==> config.mk <==
export PLATFORM = sky130hd
export DESIGN_NAME = reg_slice_arb
export DESIGN_NICKNAME = d
export VERILOG_FILES = /design/src/rtl/reg_slice_arb.sv
export SDC_FILE = /design/constraint.sdc
export NUM_CORES = 1
export LEC_CHECK = 0
export ABC_AREA = 1
export CAP_MARGIN = 20
export CORE_ASPECT_RATIO = 1.25
export CORE_MARGIN = 1.5
export CORE_UTILIZATION = 38
export DETAILED_ROUTE_END_ITERATION = 10
export GPL_ROUTABILITY_DRIVEN = 0
export GPL_TIMING_DRIVEN = 0
export HOLD_SLACK_MARGIN = 0.02
export PLACE_DENSITY = 0.95
export SLEW_MARGIN = 20
export SYNTH_ARGS = -nofsm -noshare
export SYNTH_HDL_FRONTEND = slang
export SYNTH_SLANG_ARGS = --single-unit
==> constraint.sdc <==
create_clock -name clk -period 7.25 [get_ports clk]
set_input_delay 1.8125 -clock clk [delete_from_list [all_inputs] [get_ports clk]]
set_output_delay 1.8125 -clock clk [all_outputs]
set_load 0.05 [all_outputs]
==> src/rtl/reg_slice_arb.sv <==
// rtl/reg_slice_arb.sv - round-robin arbiter feeding a one-entry registered output stage
//
// Shares one registered output stage between N valid/ready requesters.
// Each cycle at most one requester is granted. Its beat moves into the
// output register and is presented downstream with its source index.
//
// Optional feature macro: Q_ARB_PACKET_LOCK_EN
//   defined   - packet-locked arbitration: once a multi-beat packet starts,
//               only its requester is eligible until the beat with in_last.
//   undefined - per-beat arbitration: every requester is always eligible.
//
// Parameters:
//   N     - number of requesters (2..16)
//   W     - payload width per beat
//   SRC_W - source index width (derived from N)
//
// Ports:
//   clk      - clock, rising edge
//   rst      - synchronous active-high reset
//   in_vld   - [N]    per-requester valid
//   in_data  - [N*W]  per-requester payload, requester i at [i*W +: W]
//   in_last  - [N]    per-requester end-of-packet
//   in_rdy   - [N]    per-requester accept, one-hot or zero
//   out_vld  - output register holds a beat
//   out_data - [W]    registered payload
//   out_src  - [SRC_W] requester that supplied the beat
//   out_last - registered end-of-packet
//   out_rdy  - downstream accept

module reg_slice_arb #(
    parameter int N = 4,
    parameter int W = 32,
    localparam int SRC_W = $clog2(N)
) (
    input  logic             clk,
    input  logic             rst,
    input  logic [N-1:0]     in_vld,
    input  logic [N*W-1:0]   in_data,
    input  logic [N-1:0]     in_last,
    output logic [N-1:0]     in_rdy,
    output logic             out_vld,
    output logic [W-1:0]     out_data,
    output logic [SRC_W-1:0] out_src,
    output logic             out_last,
    input  logic             out_rdy
);

    logic [SRC_W-1:0] ptr;
    logic [SRC_W-1:0] ptr_nxt;
    logic [SRC_W-1:0] gnt;
    logic [N-1:0]     elig_mask;
    logic [N-1:0]     elig_vld;
    logic             any_elig;
    logic             load;
    logic             accept;
    logic             ptr_upd;
    logic [W-1:0]     sel_data;
    logic             sel_last;
    logic [SRC_W:0]   idx;

    assign load     = ~out_vld | out_rdy;
    assign elig_vld = in_vld & elig_mask;

    // Cyclic scan starting at ptr. Walking offsets from high to low lets the
    // smallest offset (closest to ptr) win with plain overwrites.
    always_comb begin
        gnt      = '0;
        any_elig = 1'b0;
        idx      = '0;
        for (int k = N - 1; k >= 0; k--) begin
            idx = {1'b0, ptr} + (SRC_W + 1)'(k);
            if (idx >= (SRC_W + 1)'(N)) begin
                idx = idx - (SRC_W + 1)'(N);
            end
            if (elig_vld[idx[SRC_W-1:0]]) begin
                gnt      = idx[SRC_W-1:0];
                any_elig = 1'b1;
            end
        end
    end

    // Reset gates the handshake so nothing is taken during the reset cycle.
    assign accept = load & any_elig & ~rst;

    always_comb begin
        in_rdy = '0;
        if (accept) begin
            in_rdy[gnt] = 1'b1;
        end
    end

    always_comb begin
        sel_data = '0;
        sel_last = 1'b0;
        for (int i = 0; i < N; i++) begin
            if (gnt == SRC_W'(i)) begin
                sel_data = in_data[i*W +: W];
                sel_last = in_last[i];
            end
        end
    end

    assign ptr_nxt = (gnt == SRC_W'(N - 1)) ? '0 : gnt + 1'b1;

`ifdef Q_ARB_PACKET_LOCK_EN
    typedef enum logic {
        IDLE,
        LOCKED
    } state_t;

    state_t           state;
    state_t           state_nxt;
    logic [SRC_W-1:0] lock_src;
    logic [SRC_W-1:0] lock_src_nxt;
    logic [N-1:0]     lock_mask;

    always_ff @(posedge clk) begin
        if (rst) begin
            state    <= IDLE;
            lock_src <= '0;
        end else begin
            state    <= state_nxt;
            lock_src <= lock_src_nxt;
        end
    end

    always_comb begin
        state_nxt    = state;
        lock_src_nxt = lock_src;
        case (state)
            IDLE: begin
                if (accept && !sel_last) begin
                    state_nxt    = LOCKED;
                    lock_src_nxt = gnt;
                end
            end
            LOCKED: begin
                if (accept && sel_last) begin
                    state_nxt = IDLE;
                end
            end
            default: state_nxt = IDLE;
        endcase
    end

    always_comb begin
        lock_mask           = '0;
        lock_mask[lock_src] = 1'b1;
    end

    assign elig_mask = (state == LOCKED) ? lock_mask : '1;
    // The arbitration point only closes at the end of a packet.
    assign ptr_upd   = accept & sel_last;
`else
    assign elig_mask = '1;
    assign ptr_upd   = accept;
`endif

    always_ff @(posedge clk) begin
        if (rst) begin
            out_vld  <= 1'b0;
            out_data <= '0;
            out_src  <= '0;
            out_last <= 1'b0;
            ptr      <= '0;
        end else begin
            if (load) begin
                out_vld <= accept;
            end
            if (accept) begin
                out_data <= sel_data;
                out_src  <= gnt;
                out_last <= sel_last;
            end
            if (ptr_upd) begin
                ptr <= ptr_nxt;
            end
        end
    end

endmodule
=== Word level (Yosys, flattened, before mapping) ===
Cells that the tools add are included.
Widths: inputs -> output; s select.

* Bits in registers: 38
* Input bits: 139
* Output and inout port bits: 40
* Logic and storage cells: 65

* Add/subtract/negate cells: 8
* $lt $le $gt $ge: 10
* Eq/ne operators: 3
* Muxes and demuxes: 32
* Bitwise gates (word level): 5
* Reduce and logical (&&, ||, !) cells: 2

{| class="wikitable"
|+ Operators by type and width
! kind !! number
|-
| $mux 32 || 4
|-
| $mux 2 || 9
|-
| $lt 2x3->1 const B || 5
|-
| $mux 1 || 13
|-
| $ge 3x3->1 const B || 3
|-
| $bmux 1 s2 || 4
|-
| $sub 2x1->2 const B || 4
|-
| $add 2x2->3 const B || 2
|-
| $eq 2x2->1 const B || 2
|-
| $mux 4 || 1
|-
| $add 2x1->3 const B || 1
|-
| $ge 2x3->1 const B || 1
|-
| $add 2x1->2 const B || 1
|-
| $and 1x1->1 || 2
|-
| $demux 1 s2 || 1
|-
| $eq 2x1->1 const B || 1
|-
| $ge 2x1->1 const B || 1
|-
| $logic_not 2->1 || 1
|-
| $not 1->1 || 2
|-
| $logic_and 1x1->1 || 1
|-
| $or 1x1->1 || 1
|}

=== Logic depth before layout (Yosys ltp) ===
* Depth after elaboration: 14
* Gate-level depth with buffers: 22
* Mapped depth without buffers: 20

=== Worst setup path after synthesis ===
No wires, ideal clock.

* Kind: input to output
* From: input in_vld[0]
* To: output in_rdy[1]
* Arrival time: 3780 ps
* Data required time: 5438 ps
* Setup slack: 1657 ps
* Stages on the path: 14
* Path buffers: 2
* Cell sequence: nand2_1 -> nand2_1 -> nand2_2 -> nand2_2 -> nor2_1 -> nor2_1 -> nand2_1 -> nand2_1 -> inv_1 -> ha_1 -> buf_2 -> clkbuf_1 -> inv_1 -> nor2_1

* Cells in the longest elaborated chain, start to end: 11
* Elaborated cells on any way between the ends: 24
* Classes of those cells: 2 x order compare; 19 x mux; 2 x bitwise; 1 x reduce/logical

{| class="wikitable"
|+ Ends and longest elaborated chain
! item !! line !! text
|-
| from (decl) || 37 || <nowiki>input logic [N-1:0] in_vld,</nowiki>
|-
| $bmux 1 s2 || 75 || <nowiki>if (elig_vld[idx[SRC_W-1:0]]) begin</nowiki>
|-
| $mux 1 (not written as such) || 75 ||
|-
| $mux 2 (3 in series) || 75 ||
|-
| $mux 2 (*) || 75 ||
|-
| named net gnt[0] || 50 || <nowiki>logic [SRC_W-1:0] gnt;</nowiki>
|-
| $lt 2x3->1 (not written as such) or $ge 2x1->1 (tied branches) || 88 || <nowiki>in_rdy[gnt] = 1'b1;</nowiki>
|-
| $logic_and 1x1->1 (not written as such) || 88 ||
|-
| $mux 1 (not written as such) || 88 ||
|-
| $demux 1 s2 (*) || 88 ||
|-
| $mux 4 (*) || 87 || <nowiki>if (accept) begin</nowiki>
|-
| to (decl) || 40 || <nowiki>output logic [N-1:0] in_rdy,</nowiki>
|}

The timed path passes the listed nets; every way through them passes the cells marked *. The select of a mux whose other input is x is not followed.

=== Worst setup path after layout ===
Same ends and word-level chain as after synthesis.

==> flow_metrics.py <==
metrics = {
    "outcome": {
        "status": "complete, no violations",
    },
    "setup_path": {
        "crit_chain": "clkdlybuf4s50_1, inv_1, o21ai_1, nand2_1, nand2_1, nor2_1, nand2_1, nand2_1, inv_1, ha_1, buf_2, clkbuf_1, inv_1, nor2_1, clkdlybuf4s50_1",
        "worst_ep_arrival_time_ps": 4900,
        "worstPathRequired_ps": 5440,
        "critPathTopFamily": "buffers and inverters",
        "worstSetupStartpoint": "in_vld[0]",
        "critical_path.most_common_cell": "sky130_fd_sc_hd__nand2_1",
        "timing.rr.start": "ptr[0]",
        "worst_setup_path_end_kind": "output port",
        "crit_slowest_cell": "sky130_fd_sc_hd__clkdlybuf4s50_1",
        "crit_path_start_kind": "primary input",
        "crit_buf_inv": 7,
        "crit_path_max_fanout": 10,
        "worst-setup-path-type": "in2out",
        "cpPeakStageDelay_ps": 800,
    },
    "cells_and_area": {
        "layout-drive-gt1-share_pct": 6.39,
        "fin_area_um2": 4480,
        "fin_util_pct": 71.3,
        "layout_commonest_cell": "sky130_fd_sc_hd__clkdlybuf4s50_1",
        "num-fill-cells": 519,
        "insertedDiodeCount": 0,
        "finish.net_count": 707,
        "synthToLayoutAreaGrowth_pct": 78.6,
        "stdcell_count": 648,
        "most-common-layout-cells": "sky130_fd_sc_hd__clkdlybuf4s50_1 (178), sky130_fd_sc_hd__nand2_1 (89), sky130_fd_sc_hd__o21ai_0 (49)",
    },
    "synthesis": {
        "portion_of_the_post_synthesis_area_used_by_sequential_elements_pct": 30.3,
        "synthesized_area_per_cell_um2": 6.62,
        "synth_seq_cells": 38,
        "mappedNetlistArea_um2": 2510,
        "synthesized_instance_count": 379,
        "synth_cell_types": 25,
        "synthesis.nets": 522,
        "yosysWarningCount": 0,
    },
    "clock_tree": {
        "clock_path_buffers": 2,
        "clock-sinks": 38,
        "ctsHtreeMaxLevel": 2,
        "post_cts_buffers": 0,
        "cts-buffers-inserted": 5,
        "cts_tree": "done",
        "postCtsResizedCells": 0,
        "clock_latency_of_the_later_clocked_register_in_the_worst_skew_pair_ps": 280,
        "clock_tree.root_cell": "sky130_fd_sc_hd__clkbuf_8",
        "ctsHoldBuffers": 0,
        "worst_setup_hold_path_clk_slew_ps": 70,
    },
    "placement": {
        "io_buffers": 178,
        "dp_hpwl_um": 7980,
        "placedCellCount": 642,
        "placed_area_um2": 4400,
    },
    "route": {
        "vias": 3447,
        "post_drt_via_cell_ratio": 5.32,
        "drcViolationCount": 0,
        "drt-initial-drc-count": 205,
        "route.antenna.remaining_nets": 0,
        "routedWlPerCell_um": 15.6,
        "totalWireLength_um": 10100,
        "drt_pre_antenna_iters": 4,
    },
    "timing": {
        "slew_headroom_pct": 62.3,
        "fmax_ghz": 0.149,
        "report.final.slew_viol_count": 0,
        "final.period_utilization_pct": 92.6,
        "period_minus_slack_ps": 6720,
        "fin_setup_tns_ps": 0,
        "tightest_slew_ps": 565,
        "timing_hold_violations_final": 0,
        "timing.final.setup_violations": 0,
        "post_route_clock_skew_ps": 7.33,
        "rsz0062_at_grt": "false",
    },
    "global_routing": {
        "grt_max_degree": 11,
        "globalRoute.totalOverflow": 0,
        "number_of_global_route_vias_before_repair": 3320,
        "number_of_antenna_violations_at_the_first_check_in_global_routing": 0,
        "wire_length_of_the_first_global_routing_pass_um": 14800,
        "global_routing_usage_summed_across_all_routing_layers_pct": 27.5,
    },
    "worst_hold_path": {
        "hold_path.startpoint": "out_data[20]",
        "hold_path.class": "reg2reg",
    },
    "power": {
        "power_leakage_nw": 1.74,
        "power-per-cell-area_nw_per_um2": 432,
        "total_power_mw": 1.94,
        "worst_ir_drop_vdd_mv": 0.209,
    },
    "run": {
        "drv.max_cap_violation_count": 0,
    },
    "die": {
        "pin_count": 179,
        "fp.dieH_um": 93.8,
        "floorplan.rows": 32,
        "floorplan.initialDensity_pct": 39.9,
        "chipWidth_um": 75.7,
        "die-area_um2": 7100,
        "floorplan.core_area_um2": 6290,
    },
}
## cell usage after synthesis
cell                       instances  area, um2
sky130_fd_sc_hd__a21oi_1           9       45.0
sky130_fd_sc_hd__a21oi_2           3       26.3
sky130_fd_sc_hd__a22oi_1          27        203
sky130_fd_sc_hd__buf_1             2       7.51
sky130_fd_sc_hd__buf_2            10       50.1
sky130_fd_sc_hd__buf_4             5       37.5
sky130_fd_sc_hd__buf_6             1       11.3
sky130_fd_sc_hd__clkbuf_1         14       52.6
sky130_fd_sc_hd__clkinv_1          1       3.75
sky130_fd_sc_hd__dfxtp_1          38        761
sky130_fd_sc_hd__ha_1              4       50.1
sky130_fd_sc_hd__inv_1            13       48.8
sky130_fd_sc_hd__inv_2             2       7.51
sky130_fd_sc_hd__inv_4             1       6.26
sky130_fd_sc_hd__nand2_1          89        334
sky130_fd_sc_hd__nand2_2           4       25.0
sky130_fd_sc_hd__nand2_4           2       22.5
sky130_fd_sc_hd__nand3_1          30        150
sky130_fd_sc_hd__nor2_1           23       86.3
sky130_fd_sc_hd__nor2_2            1       6.26
sky130_fd_sc_hd__nor2_4            1       11.3
sky130_fd_sc_hd__nor3_1            1       5.00
sky130_fd_sc_hd__o211ai_1         27        203
sky130_fd_sc_hd__o21ai_0          49        245
sky130_fd_sc_hd__o21ai_1          22        110
## flip-flops by register name, summed over array words and instances, names as in the netlist
| name | count |
|---|---|
| out_src | 2 |
| ptr | 2 |
| out_vld | 1 |
| out_last | 1 |
| out_data | 32 |
## per-stage QoR
step | hold WS, ps | setup WS, ps
after CTS | 474 | 574
after detailed placement | 462 | 605
after floorplan | 521 | 1660
after global placement | 455 | 655
after global routing | 493 | 310
final | 475 | 535
## tightest hold or removal path, stage by stage, from the launching register on
cell and delay (ps):
sky130_fd_sc_hd__dfxtp_1 310, sky130_fd_sc_hd__nand3_1 70, sky130_fd_sc_hd__o21ai_1 50
## logic make-up (layout without fill, tap and decap cells)
family / after synthesis / after routing / synth area share, %
and+or+nand+nor: 151 / 151 / 25.5
AOI/OAI and AO/OA: 137 / 137 / 33.2
DFF: 38 / 38 / 30.3
buffers and inverters: 49 / 233 / 8.98
adders and majority gates: 4 / 4 / 2.00
## area by class of cell
class                           instances  area [um2]  area share, %
Timing Repair Buffer                  178        1780           39.8
Multi-Input combinational cell        292        1520           34.0
Sequential cell                        38         761           17.0
Buffer                                 32         159           3.55
Tap cell                               85         106           2.37
Clock buffer                            6        82.6           1.84
Inverter                               17        66.3           1.48
## metal layers
layer  up-vias  routed length [um]  track usage (%)
met5         -                   0                0
met4         0                 227             11.0
met3        21                 962             6.87
met2       175                5090             50.3
met1      1564                3830             29.1
li1       1687                   -                -
## report_power, final
| group | switching (mW) | internal, mW | leakage (nW) |
|---|---|---|---|
| clock network | 0.0709 | 0.0734 | 0.0431 |
| registers | 0.0357 | 0.281 | 0.315 |
| logic | 0.943 | 0.534 | 1.38 |
| total | 1.05 | 0.888 | 1.74 |
## path summary, 6_finish.rpt
kind                        to  slack (ps)  depth (start not counted)
hold reg to reg   out_data[20]         480                          2
setup / recovery     in_rdy[1]         530                         15
hold / removal    out_data[20]         480                          2
setup reg to reg  out_data[30]        4120                         16
(Power assumes the default switching activity.)
